===== src/rtl/tx_pattern_gen.sv =====
// rtl/tx_pattern_gen.sv - framed Tx payload pattern generator with gaps and error injection
// Mode 11 is PRBS31 when TX_PATGEN_PRBS_EN is defined, otherwise it aliases incrementing mode.
module tx_pattern_gen #(
  parameter int DATA_W = 32,
  parameter int FLEN_W = 16,
  parameter int GAP_W  = 8
) (
  input  logic              clk_i,
  input  logic              reset_i,
  input  logic              start_i,
  input  logic [1:0]        mode_i,
  input  logic [FLEN_W-1:0] frame_len_i,
  input  logic [GAP_W-1:0]  gap_i,
  input  logic              err_inject_i,
  input  logic              err_cont_i,
  input  logic              ready_i,
  output logic [DATA_W-1:0] data_o,
  output logic              valid_o,
  output logic              sof_o,
  output logic              eof_o,
  output logic [31:0]       frame_cnt_o,
  output logic              busy_o
);

  typedef enum logic [1:0] {IDLE = 2'd0, RUN = 2'd1, GAP = 2'd2} state_t;

  localparam logic [1:0] M_INC  = 2'b00;
  localparam logic [1:0] M_DEC  = 2'b01;
  localparam logic [1:0] M_WALK = 2'b10;

  state_t            state_q, state_d;
  logic [DATA_W-1:0] pat_q, pat_d;
  logic [DATA_W-1:0] data_q, data_d;
  logic              valid_q, valid_d;
  logic              sof_q, sof_d;
  logic              eof_q, eof_d;
  logic              busy_q, busy_d;
  logic              err_pend_q, err_pend_d;
  logic [1:0]        mode_q, mode_d;
  logic [FLEN_W-1:0] len_q, len_d;
  logic [FLEN_W-1:0] idx_q, idx_d;
  logic [GAP_W-1:0]  gap_q, gap_d;
  logic [31:0]       frame_cnt_q, frame_cnt_d;

  logic              xfer;
  logic              load;
  logic              load_sof;
  logic [1:0]        ld_mode;
  logic [FLEN_W-1:0] ld_len;
  logic [DATA_W-1:0] ld_pat;

  function automatic logic [1:0] eff_mode(input logic [1:0] m);
`ifdef TX_PATGEN_PRBS_EN
    return m;
`else
    return (m == 2'b11) ? M_INC : m;
`endif
  endfunction

  function automatic logic [DATA_W-1:0] seed(input logic [1:0] m);
    case (m)
      M_DEC:   return '1;
      M_WALK:  return DATA_W'(1);
      default: return '0;
    endcase
  endfunction

  function automatic logic [DATA_W-1:0] step(input logic [DATA_W-1:0] p, input logic [1:0] m);
    case (m)
      M_DEC:   return p - DATA_W'(1);
      M_WALK:  return {p[DATA_W-2:0], p[DATA_W-1]};
      default: return p + DATA_W'(1);
    endcase
  endfunction

`ifdef TX_PATGEN_PRBS_EN
  localparam logic [1:0] M_PRBS = 2'b11;

  logic [30:0]       lfsr_q, lfsr_d;
  logic [30:0]       prbs_next;
  logic [DATA_W-1:0] prbs_word;

  // x^31 + x^28 + 1, DATA_W steps per word; first bit out lands in the MSB
  always_comb begin
    prbs_next = (state_q == IDLE) ? '1 : lfsr_q;
    prbs_word = '0;
    for (int i = 0; i < DATA_W; i++) begin
      prbs_next = {prbs_next[29:0], prbs_next[30] ^ prbs_next[27]};
      prbs_word[DATA_W-1-i] = prbs_next[0];
    end
  end
`endif

  always_comb begin
    state_d     = state_q;
    pat_d       = pat_q;
    data_d      = data_q;
    valid_d     = valid_q;
    sof_d       = sof_q;
    eof_d       = eof_q;
    mode_d      = mode_q;
    len_d       = len_q;
    idx_d       = idx_q;
    gap_d       = gap_q;
    frame_cnt_d = frame_cnt_q;
    err_pend_d  = err_pend_q | err_inject_i;
    xfer        = valid_q & ready_i;
    load        = 1'b0;
    load_sof    = 1'b0;

    case (state_q)
      IDLE: begin
        if (start_i) begin
          load     = 1'b1;
          load_sof = 1'b1;
          state_d  = RUN;
        end
      end
      RUN: begin
        if (xfer) begin
          if (!eof_q) begin
            load = 1'b1;
          end else begin
            frame_cnt_d = frame_cnt_q + 32'd1;
            if (!start_i) begin
              state_d = IDLE;
              valid_d = 1'b0;
              sof_d   = 1'b0;
              eof_d   = 1'b0;
            end else if (gap_i == '0) begin
              load     = 1'b1;
              load_sof = 1'b1;
            end else begin
              state_d = GAP;
              gap_d   = gap_i;
              valid_d = 1'b0;
              sof_d   = 1'b0;
              eof_d   = 1'b0;
            end
          end
        end
      end
      GAP: begin
        if (gap_q == GAP_W'(1)) begin
          if (start_i) begin
            load     = 1'b1;
            load_sof = 1'b1;
            state_d  = RUN;
          end else begin
            state_d = IDLE;
          end
        end else begin
          gap_d = gap_q - GAP_W'(1);
        end
      end
      default: state_d = IDLE;
    endcase

    // The first word of a frame is generated under the mode latched for that frame
    ld_mode = load_sof ? eff_mode(mode_i) : mode_q;
    ld_len  = (frame_len_i == '0) ? FLEN_W'(1) : frame_len_i;
    ld_pat  = (state_q == IDLE) ? seed(ld_mode) : step(pat_q, ld_mode);
`ifdef TX_PATGEN_PRBS_EN
    lfsr_d = (state_q == IDLE) ? '1 : lfsr_q;
    if (ld_mode == M_PRBS) begin
      ld_pat = prbs_word;
      if (load) lfsr_d = prbs_next;
    end
`endif

    if (load) begin
      pat_d      = ld_pat;
      data_d     = (err_pend_q | err_inject_i | err_cont_i) ? ~ld_pat : ld_pat;
      err_pend_d = 1'b0;
      valid_d    = 1'b1;
      sof_d      = load_sof;
      if (load_sof) begin
        mode_d = ld_mode;
        len_d  = ld_len;
        idx_d  = '0;
        eof_d  = (ld_len == FLEN_W'(1));
      end else begin
        idx_d = idx_q + FLEN_W'(1);
        eof_d = ((idx_q + FLEN_W'(1)) == (len_q - FLEN_W'(1)));
      end
    end

    busy_d = (state_d != IDLE);
  end

  always_ff @(posedge clk_i or posedge reset_i) begin
    if (reset_i) begin
      state_q     <= IDLE;
      pat_q       <= '0;
      data_q      <= '0;
      valid_q     <= 1'b0;
      sof_q       <= 1'b0;
      eof_q       <= 1'b0;
      busy_q      <= 1'b0;
      err_pend_q  <= 1'b0;
      mode_q      <= M_INC;
      len_q       <= '0;
      idx_q       <= '0;
      gap_q       <= '0;
      frame_cnt_q <= '0;
`ifdef TX_PATGEN_PRBS_EN
      lfsr_q      <= '1;
`endif
    end else begin
      state_q     <= state_d;
      pat_q       <= pat_d;
      data_q      <= data_d;
      valid_q     <= valid_d;
      sof_q       <= sof_d;
      eof_q       <= eof_d;
      busy_q      <= busy_d;
      err_pend_q  <= err_pend_d;
      mode_q      <= mode_d;
      len_q       <= len_d;
      idx_q       <= idx_d;
      gap_q       <= gap_d;
      frame_cnt_q <= frame_cnt_d;
`ifdef TX_PATGEN_PRBS_EN
      lfsr_q      <= lfsr_d;
`endif
    end
  end

  assign data_o      = data_q;
  assign valid_o     = valid_q;
  assign sof_o       = sof_q;
  assign eof_o       = eof_q;
  assign frame_cnt_o = frame_cnt_q;
  assign busy_o      = busy_q;

endmodule


===== config.mk =====
export PLATFORM = sky130hd
export DESIGN_NAME = tx_pattern_gen
export DESIGN_NICKNAME = d
export VERILOG_FILES = /design/src/rtl/tx_pattern_gen.sv
export SDC_FILE = /design/constraint.sdc
export NUM_CORES = 1
export LEC_CHECK = 0
export BUFFER_PORTS_ARGS = -buffer_cell sky130_fd_sc_hd__buf_2
export CAP_MARGIN = 20
export CORE_MARGIN = 2
export CORE_UTILIZATION = 65
export CTS_CLUSTER_DIAMETER = 150
export DETAILED_ROUTE_END_ITERATION = 16
export PLACE_DENSITY = 0.87
export SYNTH_ARGS = -nofsm -noshare
export SYNTH_HDL_FRONTEND = slang
export SYNTH_SLANG_ARGS = --single-unit

===== constraint.sdc =====
create_clock -name clk_i -period 13.11 [get_ports clk_i]
set_input_delay 2.622 -clock clk_i [delete_from_list [all_inputs] [get_ports clk_i]]
set_output_delay 2.622 -clock clk_i [all_outputs]
set_load 0.1 [all_outputs]

---- Word level (Yosys, flattened, before mapping) ----
Index checks and enable logic that the tools add are counted.
operators by class
  equal/unequal tests ..................... 14
  multiplexer cells ....................... 44
  add/subtract/negate cells ............... 6
  reductions and logical operators ........ 13
  bitwise operators ....................... 4
operators with widths
  kind                                                                     number
  32-bit case mux with 2 select lines                                      2
  32-bit by 1-bit adder with 32-bit output (second input constant)         2
  32-bit 2-to-1 mux                                                        2
  8-bit 2-to-1 mux                                                         5
  16-bit 2-to-1 mux                                                        2
  32-bit inverter                                                          1
  32-bit by 1-bit subtractor with 32-bit output (second input constant)    1
  1-bit 2-to-1 mux                                                         21
  16-bit by 1-bit adder with 16-bit output (second input constant)         1
  16-bit by 1-bit equality test with 1-bit output (second input constant)  1
  16-bit equality test                                                     1
  16-bit logical NOT                                                       1
  2-bit 2-to-1 mux                                                         8
  8-bit case mux with 2 select lines                                       1
  16-bit by 1-bit subtractor with 16-bit output (second input constant)    1
  2-bit inequality test (second input constant)                            5
  2-bit nonzero test                                                       5
  8-bit by 1-bit equality test with 1-bit output (second input constant)   1
  8-bit logical NOT                                                        1
  8-bit by 1-bit subtractor with 8-bit output (second input constant)      1
  2-bit equality test (second input constant)                              3
  1-bit case mux with 3 select lines                                       2
  2-bit case mux with 3 select lines                                       1
  6-bit AND reduction                                                      1
  other kinds (8)                                                          11
storage, ports and cells
  output and inout bits ................... 68
  bits in registers ....................... 145
  bits of input ports ..................... 32
  word-level logic and storage cells ...... 94

---- Logic depth before layout (Yosys ltp) ----
  depth after elaboration ................. 12
  mapped depth ............................ 21

---- Least setup slack after synthesis ----
OpenSTA, ideal clock, no wires.
  path type ............................... input-to-reg
  start point ............................. input port ready_i
  end point ............................... register data_q[30] (netlist: data_o[30])
  arrival ................................. 6.898 ns
  cell stages on the path ................. 18
  setup slack ............................. 6.087 ns
  library setup time ...................... 0.126 ns
  cell sequence ........................... nand4b_4 -> nor2_4 -> nand2_1 -> o21ai_1 -> buf_2 -> nand3b_1 -> o21ai_0 -> ha_1 -> ha_1 -> a21o_1 -> a21o_1 -> a21o_1 -> a2111o_1 -> o32ai_1 -> mux2i_1 -> nor2_1 -> a32oi_1 -> nand2_1
between the ends
  cells in the longest elaborated chain, start to end .. 9
RTL lines
  item                                                                                   line    text
  start, declared                                                                        16      input logic ready_i,
  1-bit bitwise AND (*)                                                                  107     xfer = valid_q & ready_i;
  1-bit 2-to-1 mux (*)                                                                   120     if (xfer) begin
  1-bit case mux with 3 select lines (*)                                                 111     case (state_q)
  2-bit 2-to-1 mux (*)                                                                   160     ld_mode = load_sof ? eff_mode(mode_i) : mode_q;
  named net ld_mode[0]                                                                   48      logic [1:0] ld_mode;
  2-bit equality test or 2-bit by 1-bit equality test with 1-bit output (tied branches)  61, 69
  32-bit case mux with 2 select lines, on equally long branches                          69, 61
  32-bit 2-to-1 mux (*)                                                                  162     ld_pat = (state_q == IDLE) ? seed(ld_mode) : step(pat_q, ld_mode);
  32-bit inverter                                                                        173     data_d = (err_pend_q | err_inject_i | err_cont_i) ? ~ld_pat : ld_pat;
  32-bit 2-to-1 mux (*)                                                                  173
  end signal, assigned                                                                   212     data_q <= data_d;
  end, declared                                                                          33      logic [DATA_W-1:0] data_q, data_d;
Mark *: on every way through the listed nets, which the timed path passes. The rest lies on a longest branch.
A chain may end at the register's enable or synchronous reset.

---- Worst setup path after layout ----
  start point ............................. input port gap_i[0]
  end point ............................... register data_q[27] (netlist: data_o[27])
between the ends
  cells in the longest elaborated chain, start to end .. 12
RTL lines
  item                                                                                   line    text
  start, declared                                                                        13      input logic [GAP_W-1:0] gap_i,
  8-bit logical NOT (*)                                                                  130     end else if (gap_i == '0) begin
  1-bit 2-to-1 mux (*)                                                                   130
  1-bit 2-to-1 mux (*)                                                                   125     if (!start_i) begin
  1-bit 2-to-1 mux (*)                                                                   121     if (!eof_q) begin
  1-bit 2-to-1 mux (*)                                                                   120
  1-bit case mux with 3 select lines (*)                                                 111
  2-bit 2-to-1 mux (*)                                                                   160
  named net ld_mode[0]                                                                   48
  2-bit equality test or 2-bit by 1-bit equality test with 1-bit output (tied branches)  61, 69
  32-bit case mux with 2 select lines, on equally long branches                          69, 61
  32-bit 2-to-1 mux (*)                                                                  162
  32-bit inverter                                                                        173
  32-bit 2-to-1 mux (*)                                                                  173
Marked as above.

==> results.md <==
* HP Class: reg2reg
* GPL Wtd Cong at 0.9349
* Die width at 123.5 µm
* Clock Latency Late Sink at 0.43 ns
* TritonCTS buffer count at 17
* I/O Pins at 100
* Pwr Density at 259.7 nW/µm²
* First-pass DRT Iterations at 7
* Mapped Area at 9289 µm²
* Hold WS at 0.4802 ns
* DR vias at 8542
* Number of port buffers at 99
* Final Routed Wirelength at 24640 µm
* Main combinational cell family by area after synthesis: compound AO/OA/AOI/OAI gates
* Synth Register Bits at 145
* Status: completed
* Number of flops mapped to enable cells by yosys at 0
* CP Launch Type: input port
* Fmax at 144.2 MHz
* CTS Sinks at 145
* Clk_skew at 0.006951 ns
* Initial Util at 0.6666
* Footprint of the multi-input gates at 5414 µm²
* Die Y at 123.5 µm
* Global-route wire length before repair at 39190 µm
* Period utilization at 0.5290
* Post-synthesis mux area share at 0.03246
* Cells after synthesis at 1038
* Worst-path clk slew at 0.07 ns
* CP peak stage delay at 0.43 ns
* Worst EP required at 13.42 ns
* DR DRC count at 0
* Fill cells at 948
* Adder-cell share of the synthesized area at 0.05199
* Leakage at 4.788 nW
* Post-synthesis xor/xnor area fraction at 0.09429
* CTS tree: built
* YS warnings at 0
* Max_slew headroom at 0.3690
* Critical-path top delay cell: buf_4
* Diode count at 0
* TNS Setup at 0 ns
* Site Rows at 43
* Vias per cell at 6.486
* Dpl hpwl at 16360 µm
* Setup CP Type: in2reg
* Fin crit period at 6.935 ns
* Root buf cell: clkbuf_16
* Crit-path cells: buf_2 -> nor4_1 -> nand2_1 -> o21ai_2 -> buf_4 -> nand3b_1 -> o21ai_0 -> ha_1 -> buf_4 -> ha_1 -> a21oi_1 -> o22ai_1 -> o41a_1 -> a211oi_2 -> a211oi_1 -> o21a_1 -> o31ai_2 -> mux2i_1 -> nand2_1
* Nets at 1194
* CP Capture Type: flip-flop
* Iter 0 DRT Violations at 716
* Family with the most delay on the worst path: compound AO/OA/AOI/OAI gates
* Layout cells sized above 1 at 0.1662
* Wire per inst at 18.71 µm
* RSZ-0062 raised after global routing: no
* Total track usage at 0.3313
* Final Util at 0.7591
* Initial antenna violation count at 0
* Slew Limit Fails at 0
* Core area at 13930 µm²
* Final antenna-violating net count at 0
* Die area at 15260 µm²
* Crit path max fanout at 38
* Syn avg cell area at 8.949 µm²
* Final-report hold violation count at 0
* Pin count of the biggest net entering global routing at 87
* CP Data Arrival Time at 7.25 ns
* CTS resizes at 0
* Max cap viols at 0
* Complex-gate fraction of the synthesized area at 0.2101
* Post-CTS setup buffer count at 0
* H-Tree Depth at 4
* Vias in the first global route at 8118
* Sequential cell area at 3628 µm²
* Endpoints failing setup at 0
* Global route overflow at 0
* Maximum vdd drop at 0.1643 mV
* Net Count, Synth at 1108
* Worst slew pin tran at 0.9429 ns
* Hold Buf Count CTS at 0
* Distinct cells, synth at 80
* Clock Tree Buf Depth at 2
* Top_reg_cell synth: dfrtp_1
* Synth Area in Simple Gates at 0.1915
* Synth-to-Final Area Change at 13.87%
* Sequential-to-total area share from yosys stat at 0.3906
* Post-synth ARST share at 1.000
* Buf/Inv on CP at 3
## tightest hold or removal path, stage by stage, from the launching register on
cell     delay, ns
dfrtp_1       0.34
nand2_1       0.04
o21ai_0       0.06
## metal layers
layer  routed length [µm]  vias to the layer above  global-route usage
met5                    0                        -                   0
met4                 1170                        0              0.2010
met3                 1816                       95             0.07887
met2                12050                      417              0.5343
met1                 9611                     4091              0.4020
li1                     -                     3939                   -
## power by group
group          internal [mW]  switching (mW)
clock                  0.323           0.207
combinational          0.482            1.04
sequential             0.576           0.116
## logic make-up after synthesis
family	after synthesis
AOI/OAI and AO/OA	291
buffers and inverters	69
xor gates and xnor gates	100
adders and majority gates	38
muxes	28
and+or+nand+nor	367
DFF	145
## per-stage QoR
stage	instance area [µm²]	setup WS, ns	std cells	power (mW)
2_1_floorplan	9289	6.087	1038	1.882
3_5_place_dp	9945	5.965	1285	2.168
3_3_place_gp	9945	6.109	1285	2.133
4_1_cts	10580	6.290	1317	2.723
6_report	10580	6.175	1317	2.747
5_1_grt	10580	5.823	1317	2.886
## Yosys cell counts (all sizes together) (3+ instances only)
cell type,instances,share of area
nand4,13,0.0094
nor4,15,0.012
nor2,106,0.044
and3,15,0.010
xnor2,75,0.071
o41ai,3,0.0036
a21o,15,0.012
and4,4,0.0038
nand2b,10,0.0067
a211o,5,0.0047
a32oi,7,0.0074
o211ai,7,0.0071
nand3b,4,0.0032
mux2i,11,0.012
o21ai,90,0.049
a22o,3,0.0028
nor3,29,0.016
mux2,17,0.021
ha,37,0.050
o31ai,7,0.0062
nand3,36,0.020
xor2,25,0.024
o21bai,3,0.0024
a221o,5,0.0054
buf,16,0.0075
inv,27,0.011
a221oi,7,0.0073
a31oi,11,0.0074
or3,9,0.0061
a211oi,16,0.014
nand2,109,0.044
a21oi,63,0.035
a22oi,8,0.0065
o21a,17,0.014
or4,3,0.0024
dfrtp,145,0.39
and2,6,0.0040
clkbuf,26,0.011
nor2b,3,0.0020
## flip-flops by register name, summed over array words and instances (netlist names)
| name | count |
|---|---|
| pat_q | 32 |
| busy_o | 1 |
| mode_q | 2 |
| err_pend_q | 1 |
| idx_q | 16 |
| valid_o | 1 |
| state_q | 2 |
| eof_o | 1 |
| gap_q | 8 |
| frame_cnt_o | 32 |
| len_q | 16 |
| sof_o | 1 |
| data_o | 32 |
## final timing paths
kind | startpoint | end | slack, ns | cells after the start
max reg2reg | gap_q[3] | data_o[27] | 7.65 | 19
max in group asynchronous | reset_i | pat_q[15] | 9.50 | 3
min reg2reg | data_o[2] | data_o[2] | 0.48 | 2
min in group asynchronous | reset_i | frame_cnt_o[9] | 2.34 | 2
min | data_o[2] | data_o[2] | 0.48 | 2
max | gap_i[0] | data_o[27] | 6.17 | 19
## placed cells by master, fill, tap and decap left out, types with 10 or more instances in the layout
cell type	instances
dfrtp_1	145
nand2_1	108
nor2_1	103
buf_2	99
o21ai_0	83
xnor2_1	75
a21oi_1	60
ha_1	37
nand3_1	34
nor3_1	27
inv_1	26
xor2_1	25
o21a_1	17
mux2_2	17
clkbuf_16	17
a21o_1	15
and3_1	15
a211oi_1	14
nor4_1	13
nand4_1	12
a31oi_1	11
mux2i_1	11
nand2b_1	10
buf_4	10
## cell type report
| cell class | instances | area share |
|---|---|---|
| well taps | 180 | 0.02129 |
| clock inverters | 13 | 0.01893 |
| multi-input cells | 824 | 0.5118 |
| repair buffers | 109 | 0.05394 |
| clock buffers | 19 | 0.04093 |
| flip-flops and latches | 145 | 0.3430 |
| inverters | 27 | 0.01005 |
No activity file was read; power rests on OpenSTA's default activity.
